$ cat src/rtl/bpu_upd_sched_pkg.sv
// Shared predictor-table definitions for the update scheduler.
//   IDX_W_DEF / DATA_W_DEF : default table index / entry widths
//   sched_state_e          : scheduler mode (read priority / forced drain)
//   upd_pkt_t              : update packet {idx, data} at default widths
package bpu_upd_sched_pkg;

  localparam int unsigned IDX_W_DEF  = 10;
  localparam int unsigned DATA_W_DEF = 64;

  typedef enum logic {
    RD_PRI = 1'b0,
    DRAIN  = 1'b1
  } sched_state_e;

  typedef struct packed {
    logic [IDX_W_DEF-1:0]  idx;
    logic [DATA_W_DEF-1:0] data;
  } upd_pkt_t;

endpackage

$ cat src/rtl/bpu_upd_sched_upd_fifo.sv
// Circular update FIFO for the predictor-table scheduler.
//   clk, rst              : clock, async active-high reset
//   push/push_idx/data    : write an update at the tail (caller guarantees not full)
//   pop                   : drop the head entry (caller guarantees not empty)
//   head_idx/head_data    : current head entry
//   cnt                   : occupancy 0..DEPTH
//   match_idx/match_age/age_data (UPD_FWD_EN only): per-entry index match,
//     ordered by age (bit 0 = head/oldest), plus the data of each age slot.
// Optional feature macro: UPD_FWD_EN.
module bpu_upd_sched_upd_fifo
  import bpu_upd_sched_pkg::*;
#(
  parameter int unsigned IDX_W  = IDX_W_DEF,
  parameter int unsigned DATA_W = DATA_W_DEF,
  parameter int unsigned DEPTH  = 4
) (
  input  logic                      clk,
  input  logic                      rst,
  input  logic                      push,
  input  logic [IDX_W-1:0]          push_idx,
  input  logic [DATA_W-1:0]         push_data,
  input  logic                      pop,
  output logic [IDX_W-1:0]          head_idx,
  output logic [DATA_W-1:0]         head_data,
  output logic [$clog2(DEPTH):0]    cnt
`ifdef UPD_FWD_EN
  ,
  input  logic [IDX_W-1:0]          match_idx,
  output logic [DEPTH-1:0]          match_age,
  output logic [DEPTH-1:0][DATA_W-1:0] age_data
`endif
);

  localparam int unsigned PW = $clog2(DEPTH);
  localparam int unsigned CW = PW + 1;

  logic [IDX_W-1:0]  idx_mem  [DEPTH];
  logic [DATA_W-1:0] data_mem [DEPTH];
  logic [PW-1:0]     wr_ptr;
  logic [PW-1:0]     rd_ptr;

  always_ff @(posedge clk or posedge rst) begin
    if (rst) begin
      wr_ptr <= '0;
      rd_ptr <= '0;
      cnt    <= '0;
    end else begin
      if (push) wr_ptr <= wr_ptr + 1'b1;
      if (pop)  rd_ptr <= rd_ptr + 1'b1;
      case ({push, pop})
        2'b10:   cnt <= cnt + 1'b1;
        2'b01:   cnt <= cnt - 1'b1;
        default: ;
      endcase
    end
  end

  // Storage needs no reset: cnt masks stale slots.
  always_ff @(posedge clk) begin
    if (push) begin
      idx_mem[wr_ptr]  <= push_idx;
      data_mem[wr_ptr] <= push_data;
    end
  end

  assign head_idx  = idx_mem[rd_ptr];
  assign head_data = data_mem[rd_ptr];

`ifdef UPD_FWD_EN
  // Walk slots in age order so the consumer can pick the youngest match.
  always_comb begin
    match_age = '0;
    age_data  = '0;
    for (int unsigned k = 0; k < DEPTH; k++) begin
      match_age[k] = (CW'(k) < cnt) && (idx_mem[rd_ptr + PW'(k)] == match_idx);
      age_data[k]  = data_mem[rd_ptr + PW'(k)];
    end
  end
`endif

endmodule

$ cat src/rtl/bpu_upd_sched.sv
// Scheduler sharing a single-port predictor table between fetch lookups
// (reads) and EX-stage updates (writes). Updates are queued in a FIFO and
// written in idle read slots; a drain mode takes over the port when the
// queue reaches HI_WM or the head update has waited STARVE_LIMIT cycles.
//   upd_valid/idx/data, upd_ready : update push handshake
//   rd_valid/rd_idx, rd_ready     : lookup request / combinational grant
//   tbl_en/we/idx/wdata           : registered table port strobes
//   q_cnt                         : FIFO occupancy
//   fwd_hit/fwd_data              : youngest queued update matching rd_idx
// Optional feature macro: UPD_FWD_EN (store-to-lookup forwarding). When
// undefined, fwd_hit/fwd_data are tied to zero and no comparators exist.
module bpu_upd_sched
  import bpu_upd_sched_pkg::*;
#(
  parameter int unsigned IDX_W        = IDX_W_DEF,
  parameter int unsigned DATA_W       = DATA_W_DEF,
  parameter int unsigned DEPTH        = 4,
  parameter int unsigned HI_WM        = 3,
  parameter int unsigned LO_WM        = 1,
  parameter int unsigned STARVE_LIMIT = 8
) (
  input  logic                   clk,
  input  logic                   rst,
  input  logic                   upd_valid,
  input  logic [IDX_W-1:0]       upd_idx,
  input  logic [DATA_W-1:0]      upd_data,
  output logic                   upd_ready,
  input  logic                   rd_valid,
  input  logic [IDX_W-1:0]       rd_idx,
  output logic                   rd_ready,
  output logic                   tbl_en,
  output logic                   tbl_we,
  output logic [IDX_W-1:0]       tbl_idx,
  output logic [DATA_W-1:0]      tbl_wdata,
  output logic [$clog2(DEPTH):0] q_cnt,
  output logic                   fwd_hit,
  output logic [DATA_W-1:0]      fwd_data
);

  localparam int unsigned CW = $clog2(DEPTH) + 1;
  localparam int unsigned SW = $clog2(STARVE_LIMIT + 1);

  sched_state_e      state;
  logic [SW-1:0]     starve_cnt;
  logic              push;
  logic              do_rd;
  logic              do_pop;
  logic [CW-1:0]     q_next;
  logic [IDX_W-1:0]  head_idx;
  logic [DATA_W-1:0] head_data;

`ifdef UPD_FWD_EN
  logic [DEPTH-1:0]             match_age;
  logic [DEPTH-1:0][DATA_W-1:0] age_data;
`endif

  bpu_upd_sched_upd_fifo #(
    .IDX_W  (IDX_W),
    .DATA_W (DATA_W),
    .DEPTH  (DEPTH)
  ) u_fifo (
    .clk       (clk),
    .rst       (rst),
    .push      (push),
    .push_idx  (upd_idx),
    .push_data (upd_data),
    .pop       (do_pop),
    .head_idx  (head_idx),
    .head_data (head_data),
    .cnt       (q_cnt)
`ifdef UPD_FWD_EN
    ,
    .match_idx (rd_idx),
    .match_age (match_age),
    .age_data  (age_data)
`endif
  );

  // Full is judged on the registered count; a same-cycle pop does not free a slot.
  assign upd_ready = (q_cnt < CW'(DEPTH));
  assign push      = upd_valid & upd_ready;

  always_comb begin
    rd_ready = 1'b0;
    do_rd    = 1'b0;
    do_pop   = 1'b0;
    case (state)
      RD_PRI: begin
        if (rd_valid) begin
          rd_ready = 1'b1;
          do_rd    = 1'b1;
        end else if (q_cnt != '0) begin
          do_pop = 1'b1;
        end
      end
      DRAIN: begin
        if (q_cnt != '0) do_pop = 1'b1;
      end
      default: ;
    endcase
  end

  always_comb begin
    q_next = q_cnt;
    if (push && !do_pop)      q_next = q_cnt + 1'b1;
    else if (!push && do_pop) q_next = q_cnt - 1'b1;
  end

  always_ff @(posedge clk or posedge rst) begin
    if (rst) begin
      state      <= RD_PRI;
      starve_cnt <= '0;
      tbl_en     <= 1'b0;
      tbl_we     <= 1'b0;
      tbl_idx    <= '0;
      tbl_wdata  <= '0;
    end else begin
      tbl_en <= do_rd | do_pop;
      tbl_we <= do_pop;
      if (do_pop) begin
        tbl_idx   <= head_idx;
        tbl_wdata <= head_data;
      end else if (do_rd) begin
        tbl_idx <= rd_idx;
      end

      if (do_pop || q_cnt == '0)
        starve_cnt <= '0;
      else if (state == RD_PRI && starve_cnt != SW'(STARVE_LIMIT))
        starve_cnt <= starve_cnt + 1'b1;

      case (state)
        RD_PRI: if (q_cnt >= CW'(HI_WM) || starve_cnt == SW'(STARVE_LIMIT)) state <= DRAIN;
        DRAIN:  if (q_next <= CW'(LO_WM)) state <= RD_PRI;
        default: state <= RD_PRI;
      endcase
    end
  end

`ifdef UPD_FWD_EN
  // Later age slots overwrite earlier ones, so the youngest match wins.
  always_comb begin
    fwd_hit  = rd_valid & (|match_age);
    fwd_data = '0;
    for (int unsigned k = 0; k < DEPTH; k++) begin
      if (rd_valid && match_age[k]) fwd_data = age_data[k];
    end
  end
`else
  assign fwd_hit  = 1'b0;
  assign fwd_data = '0;
`endif

endmodule

$ cat config.mk
export PLATFORM = sky130hd
export DESIGN_NAME = bpu_upd_sched
export DESIGN_NICKNAME = d
export VERILOG_FILES = /design/src/rtl/bpu_upd_sched_pkg.sv /design/src/rtl/bpu_upd_sched_upd_fifo.sv /design/src/rtl/bpu_upd_sched.sv
export SDC_FILE = /design/constraint.sdc
export NUM_CORES = 1
export LEC_CHECK = 0
export ABC_AREA = 1
export CAP_MARGIN = 40
export CORE_ASPECT_RATIO = 0.75
export CORE_MARGIN = 4
export CORE_UTILIZATION = 49
export CTS_CLUSTER_SIZE = 8
export DETAILED_ROUTE_END_ITERATION = 12
export GPL_TIMING_DRIVEN = 0
export PLACE_DENSITY = 0.74
export SLEW_MARGIN = 20
export SYNTH_ARGS = -nofsm -noshare
export SYNTH_HDL_FRONTEND = slang
export SYNTH_HIERARCHICAL = 1
export SYNTH_SLANG_ARGS = --single-unit
$ cat constraint.sdc
create_clock -name clk -period 2.8 [get_ports clk]
set_input_delay 0.56 -clock clk [delete_from_list [all_inputs] [get_ports clk]]
set_output_delay 0.56 -clock clk [all_outputs]
set_load 0.03 [all_outputs]
### Word-level counts from Yosys, hierarchy flattened

Memories as Yosys holds them, arrays and structs flattened. A register that Yosys moved wholly into a read port is not among the register bits.
Index checks and enable logic that the tools add are counted.

| storage, ports and cells | value |
|---|---|
| bits in registers | 24 |
| memory bits (writable) | 296 |
| input bits | 88 |
| memories | 2 |

| operators by class | value |
|---|---|
| $lt $le $gt $ge | 3 |
| reduce and logical (&&, ||, !) cells | 12 |
| equality and inequality tests | 4 |
| add/subtract/negate cells | 5 |
| mux-type cells | 17 |
| bitwise operators | 3 |

Memories:

| name | depth | width | read ports | clocked after Yosys merged registers in | write ports | RTL line | RTL |
|---|---|---|---|---|---|---|---|
| u_fifo.data_mem | 4 | 64 | 1 | 1 | 1 | bpu_upd_sched_upd_fifo.sv:38 | `logic [DATA_W-1:0] data_mem [DEPTH];` |
| u_fifo.idx_mem | 4 | 10 | 1 | 0 | 1 | bpu_upd_sched_upd_fifo.sv:37 | `logic [IDX_W-1:0] idx_mem [DEPTH];` |

Operators with widths:

| operator | count |
|---|---|
| $mux W10 | 2 |
| $mux W1 | 8 |
| $mux W4 | 2 |
| $mux W3 | 2 |
| $pmux W3 S2 | 1 |
| $reduce_bool A2 Y1 | 3 |
| $add A2 B1 Y2 const B | 2 |
| $add A4 B1 Y4 const B | 1 |
| $eq A4 B4 Y1 const B | 1 |
| $ne A4 B4 Y1 const B | 1 |
| $pmux W1 S2 | 2 |
| $add A3 B1 Y3 const B | 1 |
| $ge A3 B2 Y1 const B | 1 |
| $le A3 B1 Y1 const B | 1 |
| $logic_and A1 B1 Y1 | 3 |
| $logic_not A3 Y1 | 1 |
| $lt A3 B3 Y1 const B | 1 |
| $reduce_bool A3 Y1 | 1 |
| $sub A3 B1 Y3 const B | 1 |
| $eq A2 B1 Y1 const B | 1 |
| $eq A2 B2 Y1 const B | 1 |
| $logic_not A1 Y1 | 2 |
| $logic_or A1 B1 Y1 | 2 |
| $and A1 B1 Y1 | 1 |
| 2 further kinds | 2 |

### Longest topological paths before layout

| depth | value |
|---|---|
| word-level depth | 10 |
| mapped depth | 13 |
| gate-level depth less buffers | 12 |

### Hierarchy

The synthesis kept the hierarchy.

By module, submodules not included:

| module | instances | cells an instance | area each (um^2) |
|---|---|---|---|
| bpu_upd_sched_upd_fifo | 1 | 1,057 | 12,635.9 |
| bpu_upd_sched | 1 | 453 | 3,839.9 |

### Least setup slack after synthesis

Ideal clock, no wire load.

| path | value |
|---|---|
| kind | input to register |
| start | input upd_valid |
| end | memory u_fifo/data_mem[0][0] (netlist name) (enable) |
| data arrival time | 2.465 ns |
| stages | 5 |
| data required time | 2.372 ns |
| slack | -0.093 ns |
| library setup time | 0.428 ns |
| path through | inv_1 nor2_1 clkbuf_1 nand2_1 inv_1 |

| between the ends | value |
|---|---|
| cells in the longest elaborated chain, start to end | 3 |

RTL lines:

| item | RTL line | RTL |
|---|---|---|
| from (decl) | bpu_upd_sched.sv:24 | `input logic upd_valid,` |
| $and A1 B1 Y1 | bpu_upd_sched.sv:81 | `assign push = upd_valid & upd_ready;` |
| net push | bpu_upd_sched.sv:45 | `logic push;` |
| $mux W1 | bpu_upd_sched_upd_fifo.sv:60 | `if (push) begin` |
| $mux W1 (not written as such) | bpu_upd_sched_upd_fifo.sv:62 | `data_mem[wr_ptr] <= push_data;` |
| to (decl) | bpu_upd_sched_upd_fifo.sv:38 |  |

The timed path passes the listed nets, and every way through them passes these cells.

### Final worst setup path

| path | value |
|---|---|
| start | input upd_valid |
| end | memory u_fifo/data_mem[2][39] (netlist name) (enable) |

The elaborated chain is that of the path after synthesis.

==> results.txt <==
----------------------------------------------------
[Run status]
  Result of the run ... complete, no violations

[Clock network]
  Total number of clock tree sinks ... 384
  Post-CTS Setup Inserts ... 0
  CTS clock-pin slew for the worst setup and hold paths ... 50 ps
  Number of buffers created by CTS ... 53
  Number of H-tree levels ... 2
  Clk Tree Root Cell ... sky130_fd_sc_hd__clkbuf_16
  Clock tree from TritonCTS ... done
  Clk_lat worst skew ... approximately 550 ps
  Max Root-Sink Buffers ... 3

[Drt]
  Pre-antenna DRT Iters ... 5
  Remaining antenna violation count after routing ... 0
  DRT met1 WL ... between 15,000 and 20,000 um
  Met2 Routed Length ... 18,400 um
  Highest routed layer ... met5
  Overall routed net length ... 38,400 um
  Post-route DRC violation count ... 0
  Average via count per standard cell ... 4.80
  Total number of vias ... 11,000
  Wire length on met3 ... 3070 um
  DR WL/cell ... ~17 um
  Drt initial violations ... 768

[STA]
  Measured slew at the worst slew-check pin ... 686 ps
  Maximum frequency from static timing analysis ... ~400 MHz
  Final clock skew ... 15.4 ps
  RSZ-0062 raised after global routing ... no
  Fin Setup TNS ... 0 ps
  Final Critical Period ... 2490 ps
  Finish-stage setup viols ... 0
  Max-slew headroom ... 0.542
  Final hold viol count ... 0
  Period Utilization, post-route ... 0.891
  Final slew viol count ... 0
  Worst slack on hold paths ... approximately 390 ps

[Floorplanning]
  Number of core rows ... between 50 and 60
  Die boundary width ... 220 um
  Placeable core region ... between 0.03 and 0.04 mm^2
  Number of placed I/O pins ... 234
  Die Height ... approximately 170 um
  Total Die Area ... 0.0367 mm^2
  Initial core utilization ... 0.503

[Worst setup path]
  Slowest cell delay on critical path ... 500 ps
  Critical Setup Path Class ... in2reg
  Kind of start point of the critical path ... input pin
  Slowest CP cell ... sky130_fd_sc_hd__clkdlybuf4s50_1
  Worst path required time ... 3040 ps
  Endpoint type of the worst setup path ... register
  Launch instance of the worst register-to-register path ... u_fifo/cnt[0]
  Critical-path maximum fanout ... 29
  Worst-path cell chain ... clkdlybuf4s50_1 -> inv_1 -> nor2_1 -> clkbuf_1 -> nand2_1 -> clkinvlp_4 -> buf_12 -> buf_12
  Most common cell on crit path ... sky130_fd_sc_hd__buf_12
  Arrival time at the worst endpoint ... 2730 ps
  Worst setup startpoint ... upd_valid

[Flow run]
  Number of max-cap violations ... 0

[Global routing]
  Number of antenna violations at the first check in global routing ... 4
  Pin count of the biggest net entering global routing ... 50
  Wire length of the first global-routing pass ... 60,500 um
  Total Routing Usage GR ... 0.209
  Via count of the first global-routing pass ... 11,300
  Remaining global-route overflow ... 0

[Synthesis]
  Flip-flop cell with the highest count after synthesis ... sky130_fd_sc_hd__edfxtp_1
  FF+latch count, synth ... 384
  Post-synthesis sequential area ratio ... 0.673
  Count of flip-flops with a built-in enable after synthesis ... 296
  Most frequent cell after synthesis ... sky130_fd_sc_hd__nand2_1
  Cell area after synthesis ... 0.0165 mm^2
  Post-synth top cells ... sky130_fd_sc_hd__nand2_1 (542), sky130_fd_sc_hd__edfxtp_1 (296), sky130_fd_sc_hd__inv_1 (174)
  Number of warnings issued by yosys ... 6
  Mean Syn Cell Area ... approximately 11 um^2
  Leading area contributor after synthesis ... sky130_fd_sc_hd__edfxtp_1
  Ranking of synthesized cells by area ... sky130_fd_sc_hd__edfxtp_1 (54%), sky130_fd_sc_hd__dfrtp_1 (13%), sky130_fd_sc_hd__nand2_1 (12%), sky130_fd_sc_hd__buf_4 (4.2%), sky130_fd_sc_hd__inv_1 (4.0%)
  Yosys top cell area share ... 0.539
  Cell count after synthesis ... 1,510
  Proportion of register bits with asynchronous set or reset after synthesis ... 0.229
  Number of unique standard cell types used by synthesis ... 23

[Final layout]
  Post-route insts no fill ... 2,295
  Proportion of layout cells with a drive suffix above 1 ... 0.129
  Synth-to-Final Area Change ... 26.0%
  Net total in the final layout ... between 1,500 and 2,000
  Final instance area ... 0.0208 mm^2

[Power]
  Seq pwr share ... 0.342
  Part of the power in the clock network ... 0.248
  Highest ir drop seen on vdd ... 0.661 mV
  Power Density ... 1140 mW/mm^2
  Pint ... 0.0147 W
  Switching share of power ... 0.380
  Power dissipated by switching net loads ... 0.00901 W
  Leakage component of the power ... around 9 nW
  Proportion of power drawn by combinational gates ... 0.410

[Placement]
  Detailed-placement wirelength estimate ... 25,300 um
  Total instance count after detailed placement ... 2,195
  Placed cell area ... 0.0192 mm^2
  Routability congestion estimate from global placement ... 0.779
  PortBufs ... 168

[Worst hold path]
  Worst hold-check path type ... in2async

----------------------------------------------------
[per-stage QoR]
| stage | power (W) | setup slack [ps] | utilization |
|---|---|---|---|
| 5_1_grt | 0.0252 | 157 | 0.634 |
| 3_3_place_gp | 0.0176 | -1570 | 0.579 |
| 3_5_place_dp | 0.0179 | -249 | 0.587 |
| 4_1_cts | 0.0239 | 20.0 | 0.634 |
| 6_report | 0.0237 | 305 | 0.634 |
| 2_1_floorplan | 0.0144 | 160 | - |
[layer usage]
layer	GRT usage	up-vias
met2	0.349	391
met3	0.0439	62
li1	-	5324
met4	0.0529	6
met1	0.282	5229
met5	0	-
[flip-flops by register name, summed over array words and instances (netlist names)]
register,cells
tbl_idx,10
u_fifo/rd_ptr,2
tbl_we,1
tbl_wdata,64
u_fifo/cnt,3
tbl_en,1
u_fifo/data_mem,256
u_fifo/wr_ptr,2
state,1
starve_cnt,4
u_fifo/idx_mem,40
[what timing repair did]
action | CTS | global route
hold buffers | 0 | 0
gates resized for setup | 0 | 1
setup endpoints to repair | 0 | 1
hold endpoints to repair | 0 | 0
[area by class of cell]
class                           instances  area (um^2)
Timing Repair Buffer                  179         1920
Fill cell                            2524        12000
Inverter                              176          678
Tap cell                              442          553
Multi-Input combinational cell        882         3940
Clock buffer                           98         1540
Antenna cell                            1         2.50
Buffer                                132         1030
Clock inverter                          1         8.76
Sequential cell                       384        11100
[cells in the final DEF (no fill, tap or decap)]
cell	instances
sky130_fd_sc_hd__nand4_1	1
sky130_fd_sc_hd__nand3b_1	1
sky130_fd_sc_hd__clkbuf_16	55
sky130_fd_sc_hd__edfxtp_1	296
sky130_fd_sc_hd__buf_4	92
sky130_fd_sc_hd__o211ai_1	41
sky130_fd_sc_hd__nor2_1	154
sky130_fd_sc_hd__clkinvlp_4	4
sky130_fd_sc_hd__xnor2_1	2
sky130_fd_sc_hd__nand2_1	542
sky130_fd_sc_hd__nor3_1	2
sky130_fd_sc_hd__o21ai_0	5
sky130_fd_sc_hd__buf_6	22
sky130_fd_sc_hd__xor2_1	4
sky130_fd_sc_hd__o211ai_2	33
sky130_fd_sc_hd__inv_4	1
sky130_fd_sc_hd__clkdlybuf4s50_1	167
sky130_fd_sc_hd__dfrtp_1	88
sky130_fd_sc_hd__buf_12	9
sky130_fd_sc_hd__ha_1	11
sky130_fd_sc_hd__inv_6	1
sky130_fd_sc_hd__buf_16	2
sky130_fd_sc_hd__dlymetal6s2s_1	1
sky130_fd_sc_hd__clkbuf_1	45
sky130_fd_sc_hd__nand2_2	2
sky130_fd_sc_hd__inv_1	169
sky130_fd_sc_hd__diode_2	1
sky130_fd_sc_hd__fa_1	1
sky130_fd_sc_hd__nand3_1	18
sky130_fd_sc_hd__buf_2	16
sky130_fd_sc_hd__inv_2	2
sky130_fd_sc_hd__conb_1	65
[power groups by stage]
stage / combinational (W) / sequential (W) / clock [W]
after floorplan: 0.00515 / 0.00926 / 0
final: 0.00973 / 0.00810 / 0.00588
after global routing: 0.0107 / 0.00822 / 0.00628
after CTS: 0.00980 / 0.00811 / 0.00600
after detailed placement: 0.00973 / 0.00819 / 0
after global placement: 0.00937 / 0.00822 / 0
[critical path, delay by kind of cell]
family / cells / cell delay [ps]
and+or+nand+nor: 2 / 260
buffers and inverters: 6 / 1860
[logic make-up (layout without fill, tap and decap cells)]
group	count (synthesis)	after routing	share of synthesized area
AND/OR/NAND/NOR	720	720	0.166
flip-flops	384	384	0.673
buffers and inverters	308	586	0.102
AO/OA/AOI/OAI	79	79	0.0453
adder cells (fa/ha/maj)	12	12	0.00957
XOR/XNOR	6	6	0.00319
other	1	66	0.000228
[final timing paths]
kind                                           to  slack [ps]  cells past startpoint
hold reg to reg                     tbl_wdata[18]         470                      2
setup reg to reg                    u_fifo/cnt[1]         320                     10
min in group clk                    tbl_wdata[18]         470                      2
max in group asynchronous           tbl_wdata[45]        1680                      3
hold / removal                      u_fifo/cnt[2]         390                      2
setup / recovery           u_fifo/data_mem[2][39]         310                      8
Power figures use the tool's default switching activity.
